--- src/rtl/push_sw_multi_debounce_if.sv ---
// Bundle of button-side and event-side signals for the multi-channel debouncer.
// No valid/ready handshake: i_btn is an asynchronous level and every o_* signal is
// a registered level or one-cycle strobe, sampled on any rising i_clk edge.
interface push_sw_multi_debounce_if #(
   parameter int N_CH   = 4,
   parameter int PCNT_W = 8
);
   logic [N_CH-1:0]        i_btn;
   logic                   i_clr_cnt;
   logic [N_CH-1:0]        o_level;
   logic [N_CH-1:0]        o_press;
   logic [N_CH-1:0]        o_release;
   logic [N_CH-1:0]        o_long;
   logic [N_CH*PCNT_W-1:0] o_press_cnt;

   modport master (
      output i_btn, i_clr_cnt,
      input  o_level, o_press, o_release, o_long, o_press_cnt
   );

   modport slave (
      input  i_btn, i_clr_cnt,
      output o_level, o_press, o_release, o_long, o_press_cnt
   );
endinterface

--- src/rtl/push_sw_multi_debounce.sv ---
// N-channel push-button conditioner: 2-flop synchroniser, polarity normalise,
// debounce, press/release/long-press strobes and a wrapping press counter per channel.
module push_sw_multi_debounce #(
   parameter int N_CH       = 4,
   parameter int CNT_LEN    = 20,
   parameter int DB_CYC     = 480000,
   parameter int LONG_CYC   = 960000,
   parameter int ACTIVE_LOW = 1,
   parameter int PCNT_W     = 8
) (
   input  logic                     i_clk,
   input  logic                     i_rst_n,
   push_sw_multi_debounce_if.slave  bus
);

   // Idle pin level; synchroniser resets here so reset release never looks like a press.
   localparam logic [N_CH-1:0]    IDLE      = (ACTIVE_LOW != 0) ? '1 : '0;
   localparam logic [CNT_LEN-1:0] DB_LAST   = CNT_LEN'(DB_CYC - 1);
   localparam logic [CNT_LEN-1:0] LONG_LAST = CNT_LEN'(LONG_CYC);
   localparam logic [CNT_LEN-1:0] LONG_PRE  = CNT_LEN'(LONG_CYC - 1);

   logic [N_CH-1:0]    r_sync1;
   logic [N_CH-1:0]    r_sync2;
   logic [N_CH-1:0]    r_level;
   logic [N_CH-1:0]    r_press;
   logic [N_CH-1:0]    r_release;
   logic [N_CH-1:0]    r_long;
   logic [CNT_LEN-1:0] r_db_cnt [N_CH];
   logic [CNT_LEN-1:0] r_lp_cnt [N_CH];
   logic [PCNT_W-1:0]  r_pcnt   [N_CH];

   logic [N_CH-1:0]        w_s;
   logic [N_CH-1:0]        w_flip;
   logic [N_CH*PCNT_W-1:0] w_pcnt_flat;

   // Normalised sample (1 = pressed) and the "accept the change this edge" condition.
   always_comb begin
      w_s    = r_sync2 ^ IDLE;
      w_flip = '0;
      for (int k = 0; k < N_CH; k++) begin
         w_flip[k] = (w_s[k] != r_level[k]) && (r_db_cnt[k] == DB_LAST);
      end
   end

   // Two-flop synchroniser for the asynchronous pins.
   always_ff @(posedge i_clk or negedge i_rst_n) begin
      if (!i_rst_n) begin
         r_sync1 <= IDLE;
         r_sync2 <= IDLE;
      end else begin
         r_sync1 <= bus.i_btn;
         r_sync2 <= r_sync1;
      end
   end

   // Debounce, edge strobes and long-press timer; strobes rise together with the level change.
   always_ff @(posedge i_clk or negedge i_rst_n) begin
      if (!i_rst_n) begin
         r_level   <= '0;
         r_press   <= '0;
         r_release <= '0;
         r_long    <= '0;
         for (int k = 0; k < N_CH; k++) begin
            r_db_cnt[k] <= '0;
            r_lp_cnt[k] <= '0;
         end
      end else begin
         for (int k = 0; k < N_CH; k++) begin
            r_press[k]   <= 1'b0;
            r_release[k] <= 1'b0;
            r_long[k]    <= 1'b0;
            if (w_s[k] == r_level[k]) begin
               r_db_cnt[k] <= '0;
            end else if (w_flip[k]) begin
               r_level[k]   <= w_s[k];
               r_db_cnt[k]  <= '0;
               r_press[k]   <= w_s[k];
               r_release[k] <= ~w_s[k];
            end else begin
               r_db_cnt[k] <= r_db_cnt[k] + CNT_LEN'(1);
            end
            // A level change (press or release) restarts the timer; otherwise count up
            // while held and stop at LONG_CYC so o_long fires only once per press.
            if (w_flip[k]) begin
               r_lp_cnt[k] <= '0;
            end else if (r_level[k] && (r_lp_cnt[k] != LONG_LAST)) begin
               r_lp_cnt[k] <= r_lp_cnt[k] + CNT_LEN'(1);
               r_long[k]   <= (r_lp_cnt[k] == LONG_PRE);
            end
         end
      end
   end

   // Press counters: count the strobe one cycle after it shows, so a clear in the
   // same cycle as a press leaves that press counted.
   always_ff @(posedge i_clk or negedge i_rst_n) begin
      if (!i_rst_n) begin
         for (int k = 0; k < N_CH; k++) begin
            r_pcnt[k] <= '0;
         end
      end else begin
         for (int k = 0; k < N_CH; k++) begin
            if (bus.i_clr_cnt) begin
               r_pcnt[k] <= PCNT_W'(r_press[k]);
            end else begin
               r_pcnt[k] <= r_pcnt[k] + PCNT_W'(r_press[k]);
            end
         end
      end
   end

   // Flatten per-channel counts onto the output bus.
   always_comb begin
      w_pcnt_flat = '0;
      for (int k = 0; k < N_CH; k++) begin
         w_pcnt_flat[k*PCNT_W +: PCNT_W] = r_pcnt[k];
      end
   end

   assign bus.o_level     = r_level;
   assign bus.o_press     = r_press;
   assign bus.o_release   = r_release;
   assign bus.o_long      = r_long;
   assign bus.o_press_cnt = w_pcnt_flat;

endmodule

--- src/flat_wrapper.sv ---
// flat-port wrapper written by rule: the top's interface ports become plain ports
module push_sw_multi_debounce_flat 
#(
   parameter int N_CH       = 4,
   parameter int CNT_LEN    = 20,
   parameter int DB_CYC     = 480000,
   parameter int LONG_CYC   = 960000,
   parameter int ACTIVE_LOW = 1,
   parameter int PCNT_W     = 8
)
  (i_clk, i_rst_n, bus_i_btn, bus_i_clr_cnt, bus_o_level, bus_o_press, bus_o_release, bus_o_long, bus_o_press_cnt);
  push_sw_multi_debounce_if #(.N_CH(N_CH), .PCNT_W(PCNT_W)) bus_i ();
  input  logic i_clk;
  input  logic i_rst_n;
  input wire logic [$bits(bus_i.i_btn)-1:0] bus_i_btn;
  input wire logic [$bits(bus_i.i_clr_cnt)-1:0] bus_i_clr_cnt;
  output wire logic [$bits(bus_i.o_level)-1:0] bus_o_level;
  output wire logic [$bits(bus_i.o_press)-1:0] bus_o_press;
  output wire logic [$bits(bus_i.o_release)-1:0] bus_o_release;
  output wire logic [$bits(bus_i.o_long)-1:0] bus_o_long;
  output wire logic [$bits(bus_i.o_press_cnt)-1:0] bus_o_press_cnt;
  assign bus_i.i_btn = bus_i_btn;
  assign bus_i.i_clr_cnt = bus_i_clr_cnt;
  assign bus_o_level = bus_i.o_level;
  assign bus_o_press = bus_i.o_press;
  assign bus_o_release = bus_i.o_release;
  assign bus_o_long = bus_i.o_long;
  assign bus_o_press_cnt = bus_i.o_press_cnt;
  push_sw_multi_debounce #(.N_CH(N_CH), .CNT_LEN(CNT_LEN), .DB_CYC(DB_CYC), .LONG_CYC(LONG_CYC), .ACTIVE_LOW(ACTIVE_LOW), .PCNT_W(PCNT_W)) u_core (.i_clk(i_clk), .i_rst_n(i_rst_n), .bus(bus_i));
endmodule
--- config.mk ---
export PLATFORM = sky130hd
export DESIGN_NAME = push_sw_multi_debounce_flat
export DESIGN_NICKNAME = d
export VERILOG_FILES = /design/src/rtl/push_sw_multi_debounce_if.sv /design/src/rtl/push_sw_multi_debounce.sv /design/src/flat_wrapper.sv
export SDC_FILE = /design/constraint.sdc
export NUM_CORES = 1
export LEC_CHECK = 0
export BUFFER_PORTS_ARGS = -buffer_cell sky130_fd_sc_hd__buf_4
export CAP_MARGIN = 10
export CORE_MARGIN = 3
export CORE_UTILIZATION = 40
export CTS_BUF_LIST = sky130_fd_sc_hd__clkbuf_4
export CTS_CLUSTER_SIZE = 8
export DETAILED_ROUTE_END_ITERATION = 7
export HOLD_SLACK_MARGIN = 0.12
export PLACE_DENSITY = 0.54
export SLEW_MARGIN = 25
export SYNTH_ARGS = -nofsm -noshare
export SYNTH_HDL_FRONTEND = slang
export SYNTH_SLANG_ARGS = --single-unit
--- constraint.sdc ---
create_clock -name i_clk -period 1.95 [get_ports i_clk]
set_clock_uncertainty 0.1 [all_clocks]
set_input_delay 0.195 -clock i_clk [delete_from_list [all_inputs] [get_ports i_clk]]
set_output_delay 0.195 -clock i_clk [all_outputs]
set_load 0.02 [all_outputs]
; ---- Yosys cells after proc, flatten, opt, wreduce, memory -nomap -nowiden
; Index checks and enable logic that the tools add are counted.
[classes]
n_addsub = 12
eq_ne = 20
n_mux = 44
bitwise = 9
reduce_logical = 16
[op_table]
columns = operator, n
row1 = 20-bit 2-to-1 mux, 16
row2 = 20-bit by 1-bit adder with 20-bit output (second input constant), 8
row3 = 20-bit by 19-bit equality test with 1-bit output (second input constant), 4
row4 = 20-bit equality test (second input constant), 4
row5 = 20-bit inequality test (second input constant), 4
row6 = 8-bit by 1-bit adder with 8-bit output, 4
row7 = 8-bit 2-to-1 mux, 4
row8 = 1-bit 2-to-1 mux, 24
row9 = 1-bit logical AND, 8
row10 = 1-bit NOT, 8
row11 = 2-bit AND reduction, 4
row12 = 2-bit nonzero test, 4
row13 = 1-bit equality test, 4
row14 = 1-bit inequality test, 4
row15 = 4-bit NOT, 1
[word_totals]
register_bits = 216
input_bits = 7
out_inout_bits = 48
wordCells = 122

; ---- Logic depth before layout (Yosys ltp)
; Gate-level depths: netlist of the first run.
[depth]
depth_word = 5
ltp_mapped = 8
depth_no_buf = 7

; ---- Least setup slack after synthesis of the first run
; Ideal clock, no wire load.
[synth_path]
kind = register -> register
start = register u_core.r_db_cnt[48] in the netlist's numbering
end = register u_core.r_db_cnt[58] in the netlist's numbering
setup_ps = 119
t_arrival_ps = 1692
required_ps = 1731
path_slack_ps = 40
path_stages_with_launch = 7
path_buffers = 1
synth_period_minus_slack_ps = 1910
cell_sequence = dfrtp_1 -> or4b_1 -> nor4_2 -> nand2_2 -> nand2_4 -> buf_6 -> nor2_1
[synth_via]
elab_chain_cells = 4
elab_cells_between_ends = 5
cone_classes = 1 x add/sub / 1 x eq/ne / 2 x mux / 1 x reduce/logical
[synth_rtl]
columns = element, line
row1 = start: declaration, push_sw_multi_debounce.sv:28  ; logic [CNT_LEN-1:0] r_db_cnt [N_CH];
row2 = start signal: indexed assignment, push_sw_multi_debounce.sv:80  ; r_db_cnt[k] <= r_db_cnt[k] + CNT_LEN'(1);
row3 = branches (longest 2 deep; another with 20-bit by 1-bit adder with 20-bit output), --
row4 = 20-bit 2-to-1 mux (*), push_sw_multi_debounce.sv:74  ; end else if (w_flip[k]) begin
row5 = 20-bit 2-to-1 mux (*), push_sw_multi_debounce.sv:72  ; if (w_s[k] == r_level[k]) begin
; Mark *: on every way between the ends.
; A chain may end at the register's enable or synchronous reset.

; ---- Final worst setup path of the first run
[layout_path]
start = register u_core.r_db_cnt[48] in the netlist's numbering
end = register u_core.r_db_cnt[45] in the netlist's numbering
[layout_via]
elab_chain_cells = 4
[layout_rtl]
columns = element, line
row1 = 20-bit by 19-bit equality test with 1-bit output, push_sw_multi_debounce.sv:41  ; w_flip[k] = (w_s[k] != r_level[k]) && (r_db_cnt[k] == DB_LAST);
row2 = 1-bit logical AND, push_sw_multi_debounce.sv:41
row3 = 20-bit 2-to-1 mux, push_sw_multi_debounce.sv:74
row4 = 20-bit 2-to-1 mux, push_sw_multi_debounce.sv:72
; Every way passes these cells.

==> results.py, run 1 <==
metrics = {
    "critical_path": {
        "crit_end": "u_core.r_db_cnt[45]$_DFF_PN0_",
        "crit_fanout": 9,
        "rrSetupSlack_ps": -30,
        "crit_path_end_kind": "register",
        "path_buf_inv": 1,
        "r2r-start": "u_core.r_db_cnt[48]$_DFF_PN0_",
        "cp_data_required_time_ps": 2390,
        "crit_chain": "or4b_4, nor4_4, buf_4, nand2_8, nand2_4, nor2_1",
        "worstPathArrival_ps": 2420,
        "critPathTopFamily": "simple AND/OR/NAND/NOR gates",
        "startpoint": "u_core.r_db_cnt[48]$_DFF_PN0_",
        "reg2reg_to": "u_core.r_db_cnt[45]$_DFF_PN0_",
        "critical_path_class": "reg -> reg",
        "cpPeakStageDelay_ps": 540,
        "rr_worst_depth": 6,
        "crit_path_top_delay_cell": "or4b_4",
        "startpoint_type": "register",
        "cp_num_cells": 6,
    },
    "drt": {
        "drt-initial-drc-count": 326,
        "antenna_left": 0,
        "viasPerCell": 4.909,
        "routedWlPerCell_um": 13.25,
        "firstDrtPassIters": 4,
        "drc_errors": 0,
        "via_count": 7919,
        "routed_wl_mm": 21.38,
    },
    "synthesis": {
        "synth-edff-count": 0,
        "synthesis.nets": 1062,
        "ys_top_cells_by_area": "dfrtp_1 (50%), xor2_1 (8.3%), nor2_1 (7.6%)",
        "ys_ff_latch": 216,
        "syn_inst": 1035,
        "syn_area_um2": 10380,
        "synth_area_per_cell_um2": 10.03,
        "ys.flop_type": "dfrtp_1",
        "synth_area_leader_cell": "dfrtp_1",
        "seq_area_frac_synth": 0.5216,
        "synth_cell_types": 47,
        "netlist.area_leader.share": 0.5014,
        "yosysWarnings": 0,
        "synth-async-reset-ratio": 1.000,
    },
    "global_routing": {
        "grt_usage": 0.1556,
        "grt_max_degree": 52,
        "antenna_found_initial": 1,
        "overflow": 0,
        "grt_pass1_wl_mm": 37.12,
        "grt_pass1_vias": 7897,
    },
    "clock_network": {
        "cts_buffers": 59,
        "clk_latency_ps": 650,
        "cts_tree": "done",
        "clockBufferDepth": 3,
        "clock_sinks": 216,
        "path_clk_slew_ps": 60,
        "cts_root_buffer": "clkbuf_4",
        "htreeDepth": 2,
    },
    "placed_design": {
        "pre_cts_slack_ps": -47.85,
        "place_hpwl_mm": 14.07,
        "routabilityCongestion": 0.8039,
        "placed_cells": 1476,
        "port_buffers": 54,
    },
    "layout": {
        "nets": 1262,
        "num-fill-cells": 2352,
        "area_growth_syn_to_layout_pct": 25.97,
        "drive_gt1_frac": 0.2418,
        "final_common_cell": "dfrtp_1",
        "final_cell_mix": "dfrtp_1 (208), nor2_1 (202), buf_4 (143), xor2_1 (98), clkbuf_4 (98)",
        "instances_no_fill": 1613,
    },
    "sta": {
        "rsz0062_at_grt": "true",
        "setup_tns_ps": -217.1,
        "slew_violations": 0,
        "slew_headroom": 0.6704,
        "worst_pin_slew_ps": 494.4,
        "fin_ws_ps": -30.49,
        "period_needed_ps": 1980,
        "hold_viol_final": 0,
        "min_period_over_period": 1.016,
        "fmax_mhz": 504.9,
        "setup_viol": 11,
    },
    "power": {
        "power.density_nw_per_um2": 677.4,
        "sequentialPowerShare": 0.513,
        "power_mw": 8.859,
        "switching_share": 0.2267,
        "power_frac_clock": 0.459,
        "leakagePower_nw": 6.131,
        "internal-power_mw": 6.851,
        "combPwrFrac": 0.028,
        "power_switching_mw": 2.009,
        "peakVddDrop_uv": 400.1,
    },
    "floorplan": {
        "initial_core_util": 0.4099,
        "coreArea_um2": 25330,
        "die_y_um": 167.1,
        "dieArea_um2": 27920,
        "ioPinCount": 55,
        "rows": 58,
        "chipWidth_um": 167.1,
    },
    "job": {
        "maxCapViolCount": 0,
    },
    "status": {
        "status": "finished, violations left",
        "failed_checks": "negative setup slack",
    },
    "min_path": {
        "hold_path_depth": 0,
        "hold_path_class": "reg -> reg",
    },
}
stage by stage:
stage | hold slack (ps) | instance area (µm²) | util
finish | 256.6 | 13080 | 0.5164
global placement | 0.8025 | 11800 | 0.4660
detailed placement | -3.013 | 11800 | 0.4660
global route | 263.3 | 13080 | 0.5164
floorplan | -200.6 | 10380 | -
CTS | 257.3 | 12740 | 0.5029
Yosys cell counts, types with 3 or more instances:
cell / instances
and2_1: 8
nand4_1: 45
o211ai_1: 3
buf_2: 7
nand3_1: 74
buf_6: 4
and4_1: 13
or4_1: 3
dfstp_2: 8
clkbuf_1: 17
nor2_1: 211
nand4b_1: 4
or3_1: 5
a21oi_1: 4
nor4_1: 10
nor2b_1: 6
xor2_1: 98
and3_1: 38
dfrtp_1: 208
o2111ai_1: 3
nor4b_1: 8
mux2i_1: 6
or2_2: 3
nor3_1: 28
ha_1: 20
o21ai_0: 11
nand2_1: 60
nand2b_1: 6
inv_1: 23
mux2_2: 4
nor4bb_1: 8
xnor2_1: 70
power groups by stage:
| stage | Combinational [mW] | Clock [mW] | Sequential, mW |
|---|---|---|---|
| global placement | 0.225 | 0 | 4.62 |
| finish | 0.251 | 4.06 | 4.55 |
| floorplan | 0.0673 | 0 | 4.62 |
| detailed placement | 0.226 | 0 | 4.63 |
| CTS | 0.253 | 4.28 | 4.54 |
| global route | 0.289 | 4.54 | 4.55 |
worst min path at each step:
stage / from / to / slack, ps
after floorplan: i_rst_n / u_core.bus.o_level[0]$_DFFE_PN0P_ / -200
after global placement: i_rst_n / u_core.r_lp_cnt[61]$_DFFE_PN0P_ / 0.8
after detailed placement: i_rst_n / u_core.r_lp_cnt[60]$_DFFE_PN0P_ / -3
after CTS: u_core.r_sync1[2]$_DFF_PN1_ / u_core.r_sync2[2]$_DFF_PN1_ / 260
after global routing: u_core.r_sync1[1]$_DFF_PN1_ / u_core.r_sync2[1]$_DFF_PN1_ / 260
final: u_core.r_sync1[1]$_DFF_PN1_ / u_core.r_sync2[1]$_DFF_PN1_ / 260
state kept, by name, indices dropped and copies added (netlist names):
register	count
u_core.bus.o_release	4
u_core.bus.o_level	4
u_core.r_sync1	4
u_core.r_lp_cnt	80
u_core.r_db_cnt	80
u_core.bus.o_long	4
u_core.bus.o_press_cnt	32
u_core.bus.o_press	4
u_core.r_sync2	4
per-layer routing:
layer,wire [µm],global-route usage,vias up,part of all wire
met5,0,0,-,0
met4,394,0.05129,0,0.018
met3,820,0.03565,37,0.038
met2,9668,0.2368,109,0.45
met1,10500,0.2216,3799,0.49
li1,-,-,3974,-
layout make-up:
cell class | count | area [µm²] | area share
diodes | 1 | 2.502 | 0.0001914
flip-flops and latches | 216 | 5415 | 0.4141
repair buffers | 164 | 1379 | 0.1054
well taps | 330 | 412.9 | 0.03157
clock buffers | 98 | 735.7 | 0.05626
inverters | 23 | 86.33 | 0.006602
clock inverters | 10 | 38.79 | 0.002966
multi-input cells | 771 | 5007 | 0.3829
cell families (layout without fill, tap and decap cells):
| kind of cell | after synthesis | after routing | share of synthesized area |
|---|---|---|---|
| and+or+nand+nor | 543 | 546 | 0.2641 |
| DFF | 216 | 216 | 0.5216 |
| xor gates and xnor gates | 168 | 168 | 0.1417 |
| buffers and inverters | 51 | 295 | 0.02218 |
| AOI/OAI and AO/OA | 27 | 27 | 0.01615 |
| adders and majority gates | 20 | 20 | 0.02411 |
| muxes | 10 | 10 | 0.01012 |
| other | 0 | 1 | 0 |
worst reg2reg max path, delay by kind of cell (launching register included):
| family | cells | cell delay [ps] |
|---|---|---|
| flip-flops | 1 | 400 |
| AND/OR/NAND/NOR | 5 | 1170 |
| buffers and inverters | 1 | 200 |
repair_timing:
item                                    CTS  global route
resized for setup                         4            48
setup buffers                             0            13
endpoints found under the setup margin   21            90
hold buffers                             12             0
hold endpoints to repair                252             0
pin swaps                                 0            23
cloned                                    1             2
(Power assumes the default switching activity.)
==> run 2: changes to the inputs <==
Settings changed: GPL_TIMING_DRIVEN from default to 0.
==> results.py, run 2 (synthesis results as in run 1) <==
metrics = {
    "status": {
        "status": "finished, violations left",
        "failed_checks": "negative setup slack",
    },
    "global_routing": {
        "overflow": 0,
        "grt_pass1_wl_mm": 37.61,
        "grt_usage": 0.1572,
        "antenna_found_initial": 1,
        "grt_max_degree": 90,
        "grt_pass1_vias": 7842,
    },
    "critical_path": {
        "startpoint_type": "register",
        "crit_path_end_kind": "register",
        "reg2reg_to": "u_core.r_lp_cnt[46]$_DFFE_PN0P_",
        "rrSetupSlack_ps": -3,
        "crit_fanout": 6,
        "critical_path_class": "reg -> reg",
        "rr_worst_depth": 6,
        "cp_data_required_time_ps": 2430,
        "worstPathArrival_ps": 2440,
        "r2r-start": "u_core.r_db_cnt[48]$_DFF_PN0_",
    },
    "floorplan": {
        "ioPinCount": 55,
        "initial_core_util": 0.4099,
        "die_y_um": 167.1,
        "dieArea_um2": 27920,
        "rows": 58,
        "chipWidth_um": 167.1,
        "coreArea_um2": 25330,
    },
    "drt": {
        "viasPerCell": 5.025,
        "drt-initial-drc-count": 495,
        "via_count": 7939,
        "routedWlPerCell_um": 14.30,
        "firstDrtPassIters": 4,
        "antenna_left": 0,
        "drc_errors": 0,
        "routed_wl_mm": 22.59,
    },
    "layout": {
        "final_common_cell": "dfrtp_1",
        "finish.instance_area_um2": 13200,
        "area_growth_syn_to_layout_pct": 27.19,
        "final_cell_mix": "dfrtp_1 (201), nor2_1 (176), xor2_1 (98), clkbuf_4 (93), buf_4 (91)",
        "num-fill-cells": 2383,
        "nets": 1231,
        "drive_gt1_frac": 0.2578,
    },
    "clock_network": {
        "path_clk_slew_ps": 60,
        "clockBufferDepth": 3,
        "clock_sinks": 216,
        "cts_root_buffer": "clkbuf_4",
        "htreeDepth": 2,
        "cts_tree": "done",
        "clk_latency_ps": 710,
        "cts_buffers": 60,
    },
    "sta": {
        "slew_headroom": 0.5360,
        "slew_violations": 0,
        "fmax_mhz": 512.1,
        "min_period_over_period": 1.001,
        "fin_ws_ps": -2.888,
        "hold_viol_final": 0,
        "period_needed_ps": 1953,
        "timing.hold.ws_ps": 249.1,
        "rsz0062_at_grt": "true",
        "worst_pin_slew_ps": 686.7,
        "setup_viol": 3,
    },
    "min_path": {
        "hold_start": "u_core.r_sync1[0]$_DFF_PN1_",
        "hold_path_depth": 0,
        "hold_path_class": "reg -> reg",
        "holdPathEnd": "u_core.r_sync2[0]$_DFF_PN1_",
    },
    "power": {
        "leakagePower_nw": 6.036,
        "power.density_nw_per_um2": 698.2,
        "peakVddDrop_uv": 357.2,
    },
    "placed_design": {
        "routabilityCongestion": 0.7759,
        "port_buffers": 54,
        "place_hpwl_mm": 13.84,
        "place_area_um2": 11260,
    },
    "job": {
        "maxCapViolCount": 0,
    },
}
-- run 2: cell types whose count changed in the layout (fill, tap and decap cells not counted), moves of 8 or more --
cell / change
nor2_1: -26
buf_4: -52
buf_6: +8
nor2_2: +19
-- run 2: how the worst max path moves through the flow --
stage	from	end	slack [ps]	cells after the start
detailed placement	u_core.r_db_cnt[0]$_DFF_PN0_	u_core.r_db_cnt[15]$_DFF_PN0_	-450	7
floorplan	u_core.r_db_cnt[48]$_DFF_PN0_	u_core.r_db_cnt[58]$_DFF_PN0_	40	6
global placement	i_rst_n	u_core.bus.o_long[2]$_DFF_PN0_	-1140	1
global route	u_core.r_db_cnt[40]$_DFF_PN0_	u_core.r_db_cnt[56]$_DFF_PN0_	-60	9
finish	u_core.r_db_cnt[48]$_DFF_PN0_	u_core.r_lp_cnt[46]$_DFFE_PN0P_	-3	6
CTS	u_core.r_db_cnt[48]$_DFF_PN0_	u_core.r_lp_cnt[43]$_DFFE_PN0P_	-40	7
-- run 2: worst max-delay path, cell delays in order (launching register included) --
cell and delay [ps]:
dfrtp_2 410, buf_6 130, or4_4 490, nor3_4 200, and3_4 290, clkbuf_16 180, nor2_2 40
-- run 2: metrics by stage --
stage / setup TNS (ps) / total power, mW / utilization / std cells / setup slack, ps
2_1_floorplan: 0 / 4.688 / - / 1035 / 39.56
3_3_place_gp: -266380 / 4.823 / 0.4422 / 1419 / -1145
3_5_place_dp: -32610 / 4.840 / 0.4447 / 1421 / -453.6
4_1_cts: -423.3 / 9.368 / 0.4924 / 1552 / -35.41
5_1_grt: -1215 / 9.687 / 0.5213 / 1580 / -62.86
6_report: -3.695 / 9.219 / 0.5213 / 1580 / -2.888
-- run 2: timing repair --
item | CTS | global route
gates resized for setup | 50 | 109
cloned | 1 | 4
buffers inserted | 14 | 26
endpoints found under the setup margin | 153 | 223
hold endpoints to repair | 142 | 0
pin swaps | 10 | 39
hold buffers | 11 | 0
-- run 2: layer usage --
layer  part of all wire  up-vias  GRT usage
met5                  0        -          0
met4              0.025        0    0.05703
met3              0.047       48    0.03683
met2               0.45      139     0.2407
met1               0.48     3837     0.2198
li1                   -     3915          -
-- run 2: final cells by class --
class / instances / area (µm²) / area share
Antenna cell: 1 / 2.502 / 0.0001895
Buffer: 23 / 180.2 / 0.01365
Clock buffer: 89 / 668.1 / 0.05060
Clock inverter: 18 / 146.4 / 0.01109
Inverter: 23 / 86.33 / 0.006538
Multi-Input combinational cell: 769 / 5273 / 0.3993
Sequential cell: 216 / 5424 / 0.4108
Tap cell: 330 / 412.9 / 0.03127
Timing Repair Buffer: 111 / 1011 / 0.07657
-- run 2: power breakdown --
group	switching, mW	total [mW]	internal [mW]	leakage, nW
Clock	1.93	4.39	2.46	0.475
Combinational	0.177	0.285	0.107	2.59
Sequential	0.0285	4.55	4.52	2.97
Total	2.13	9.22	7.09	6.04
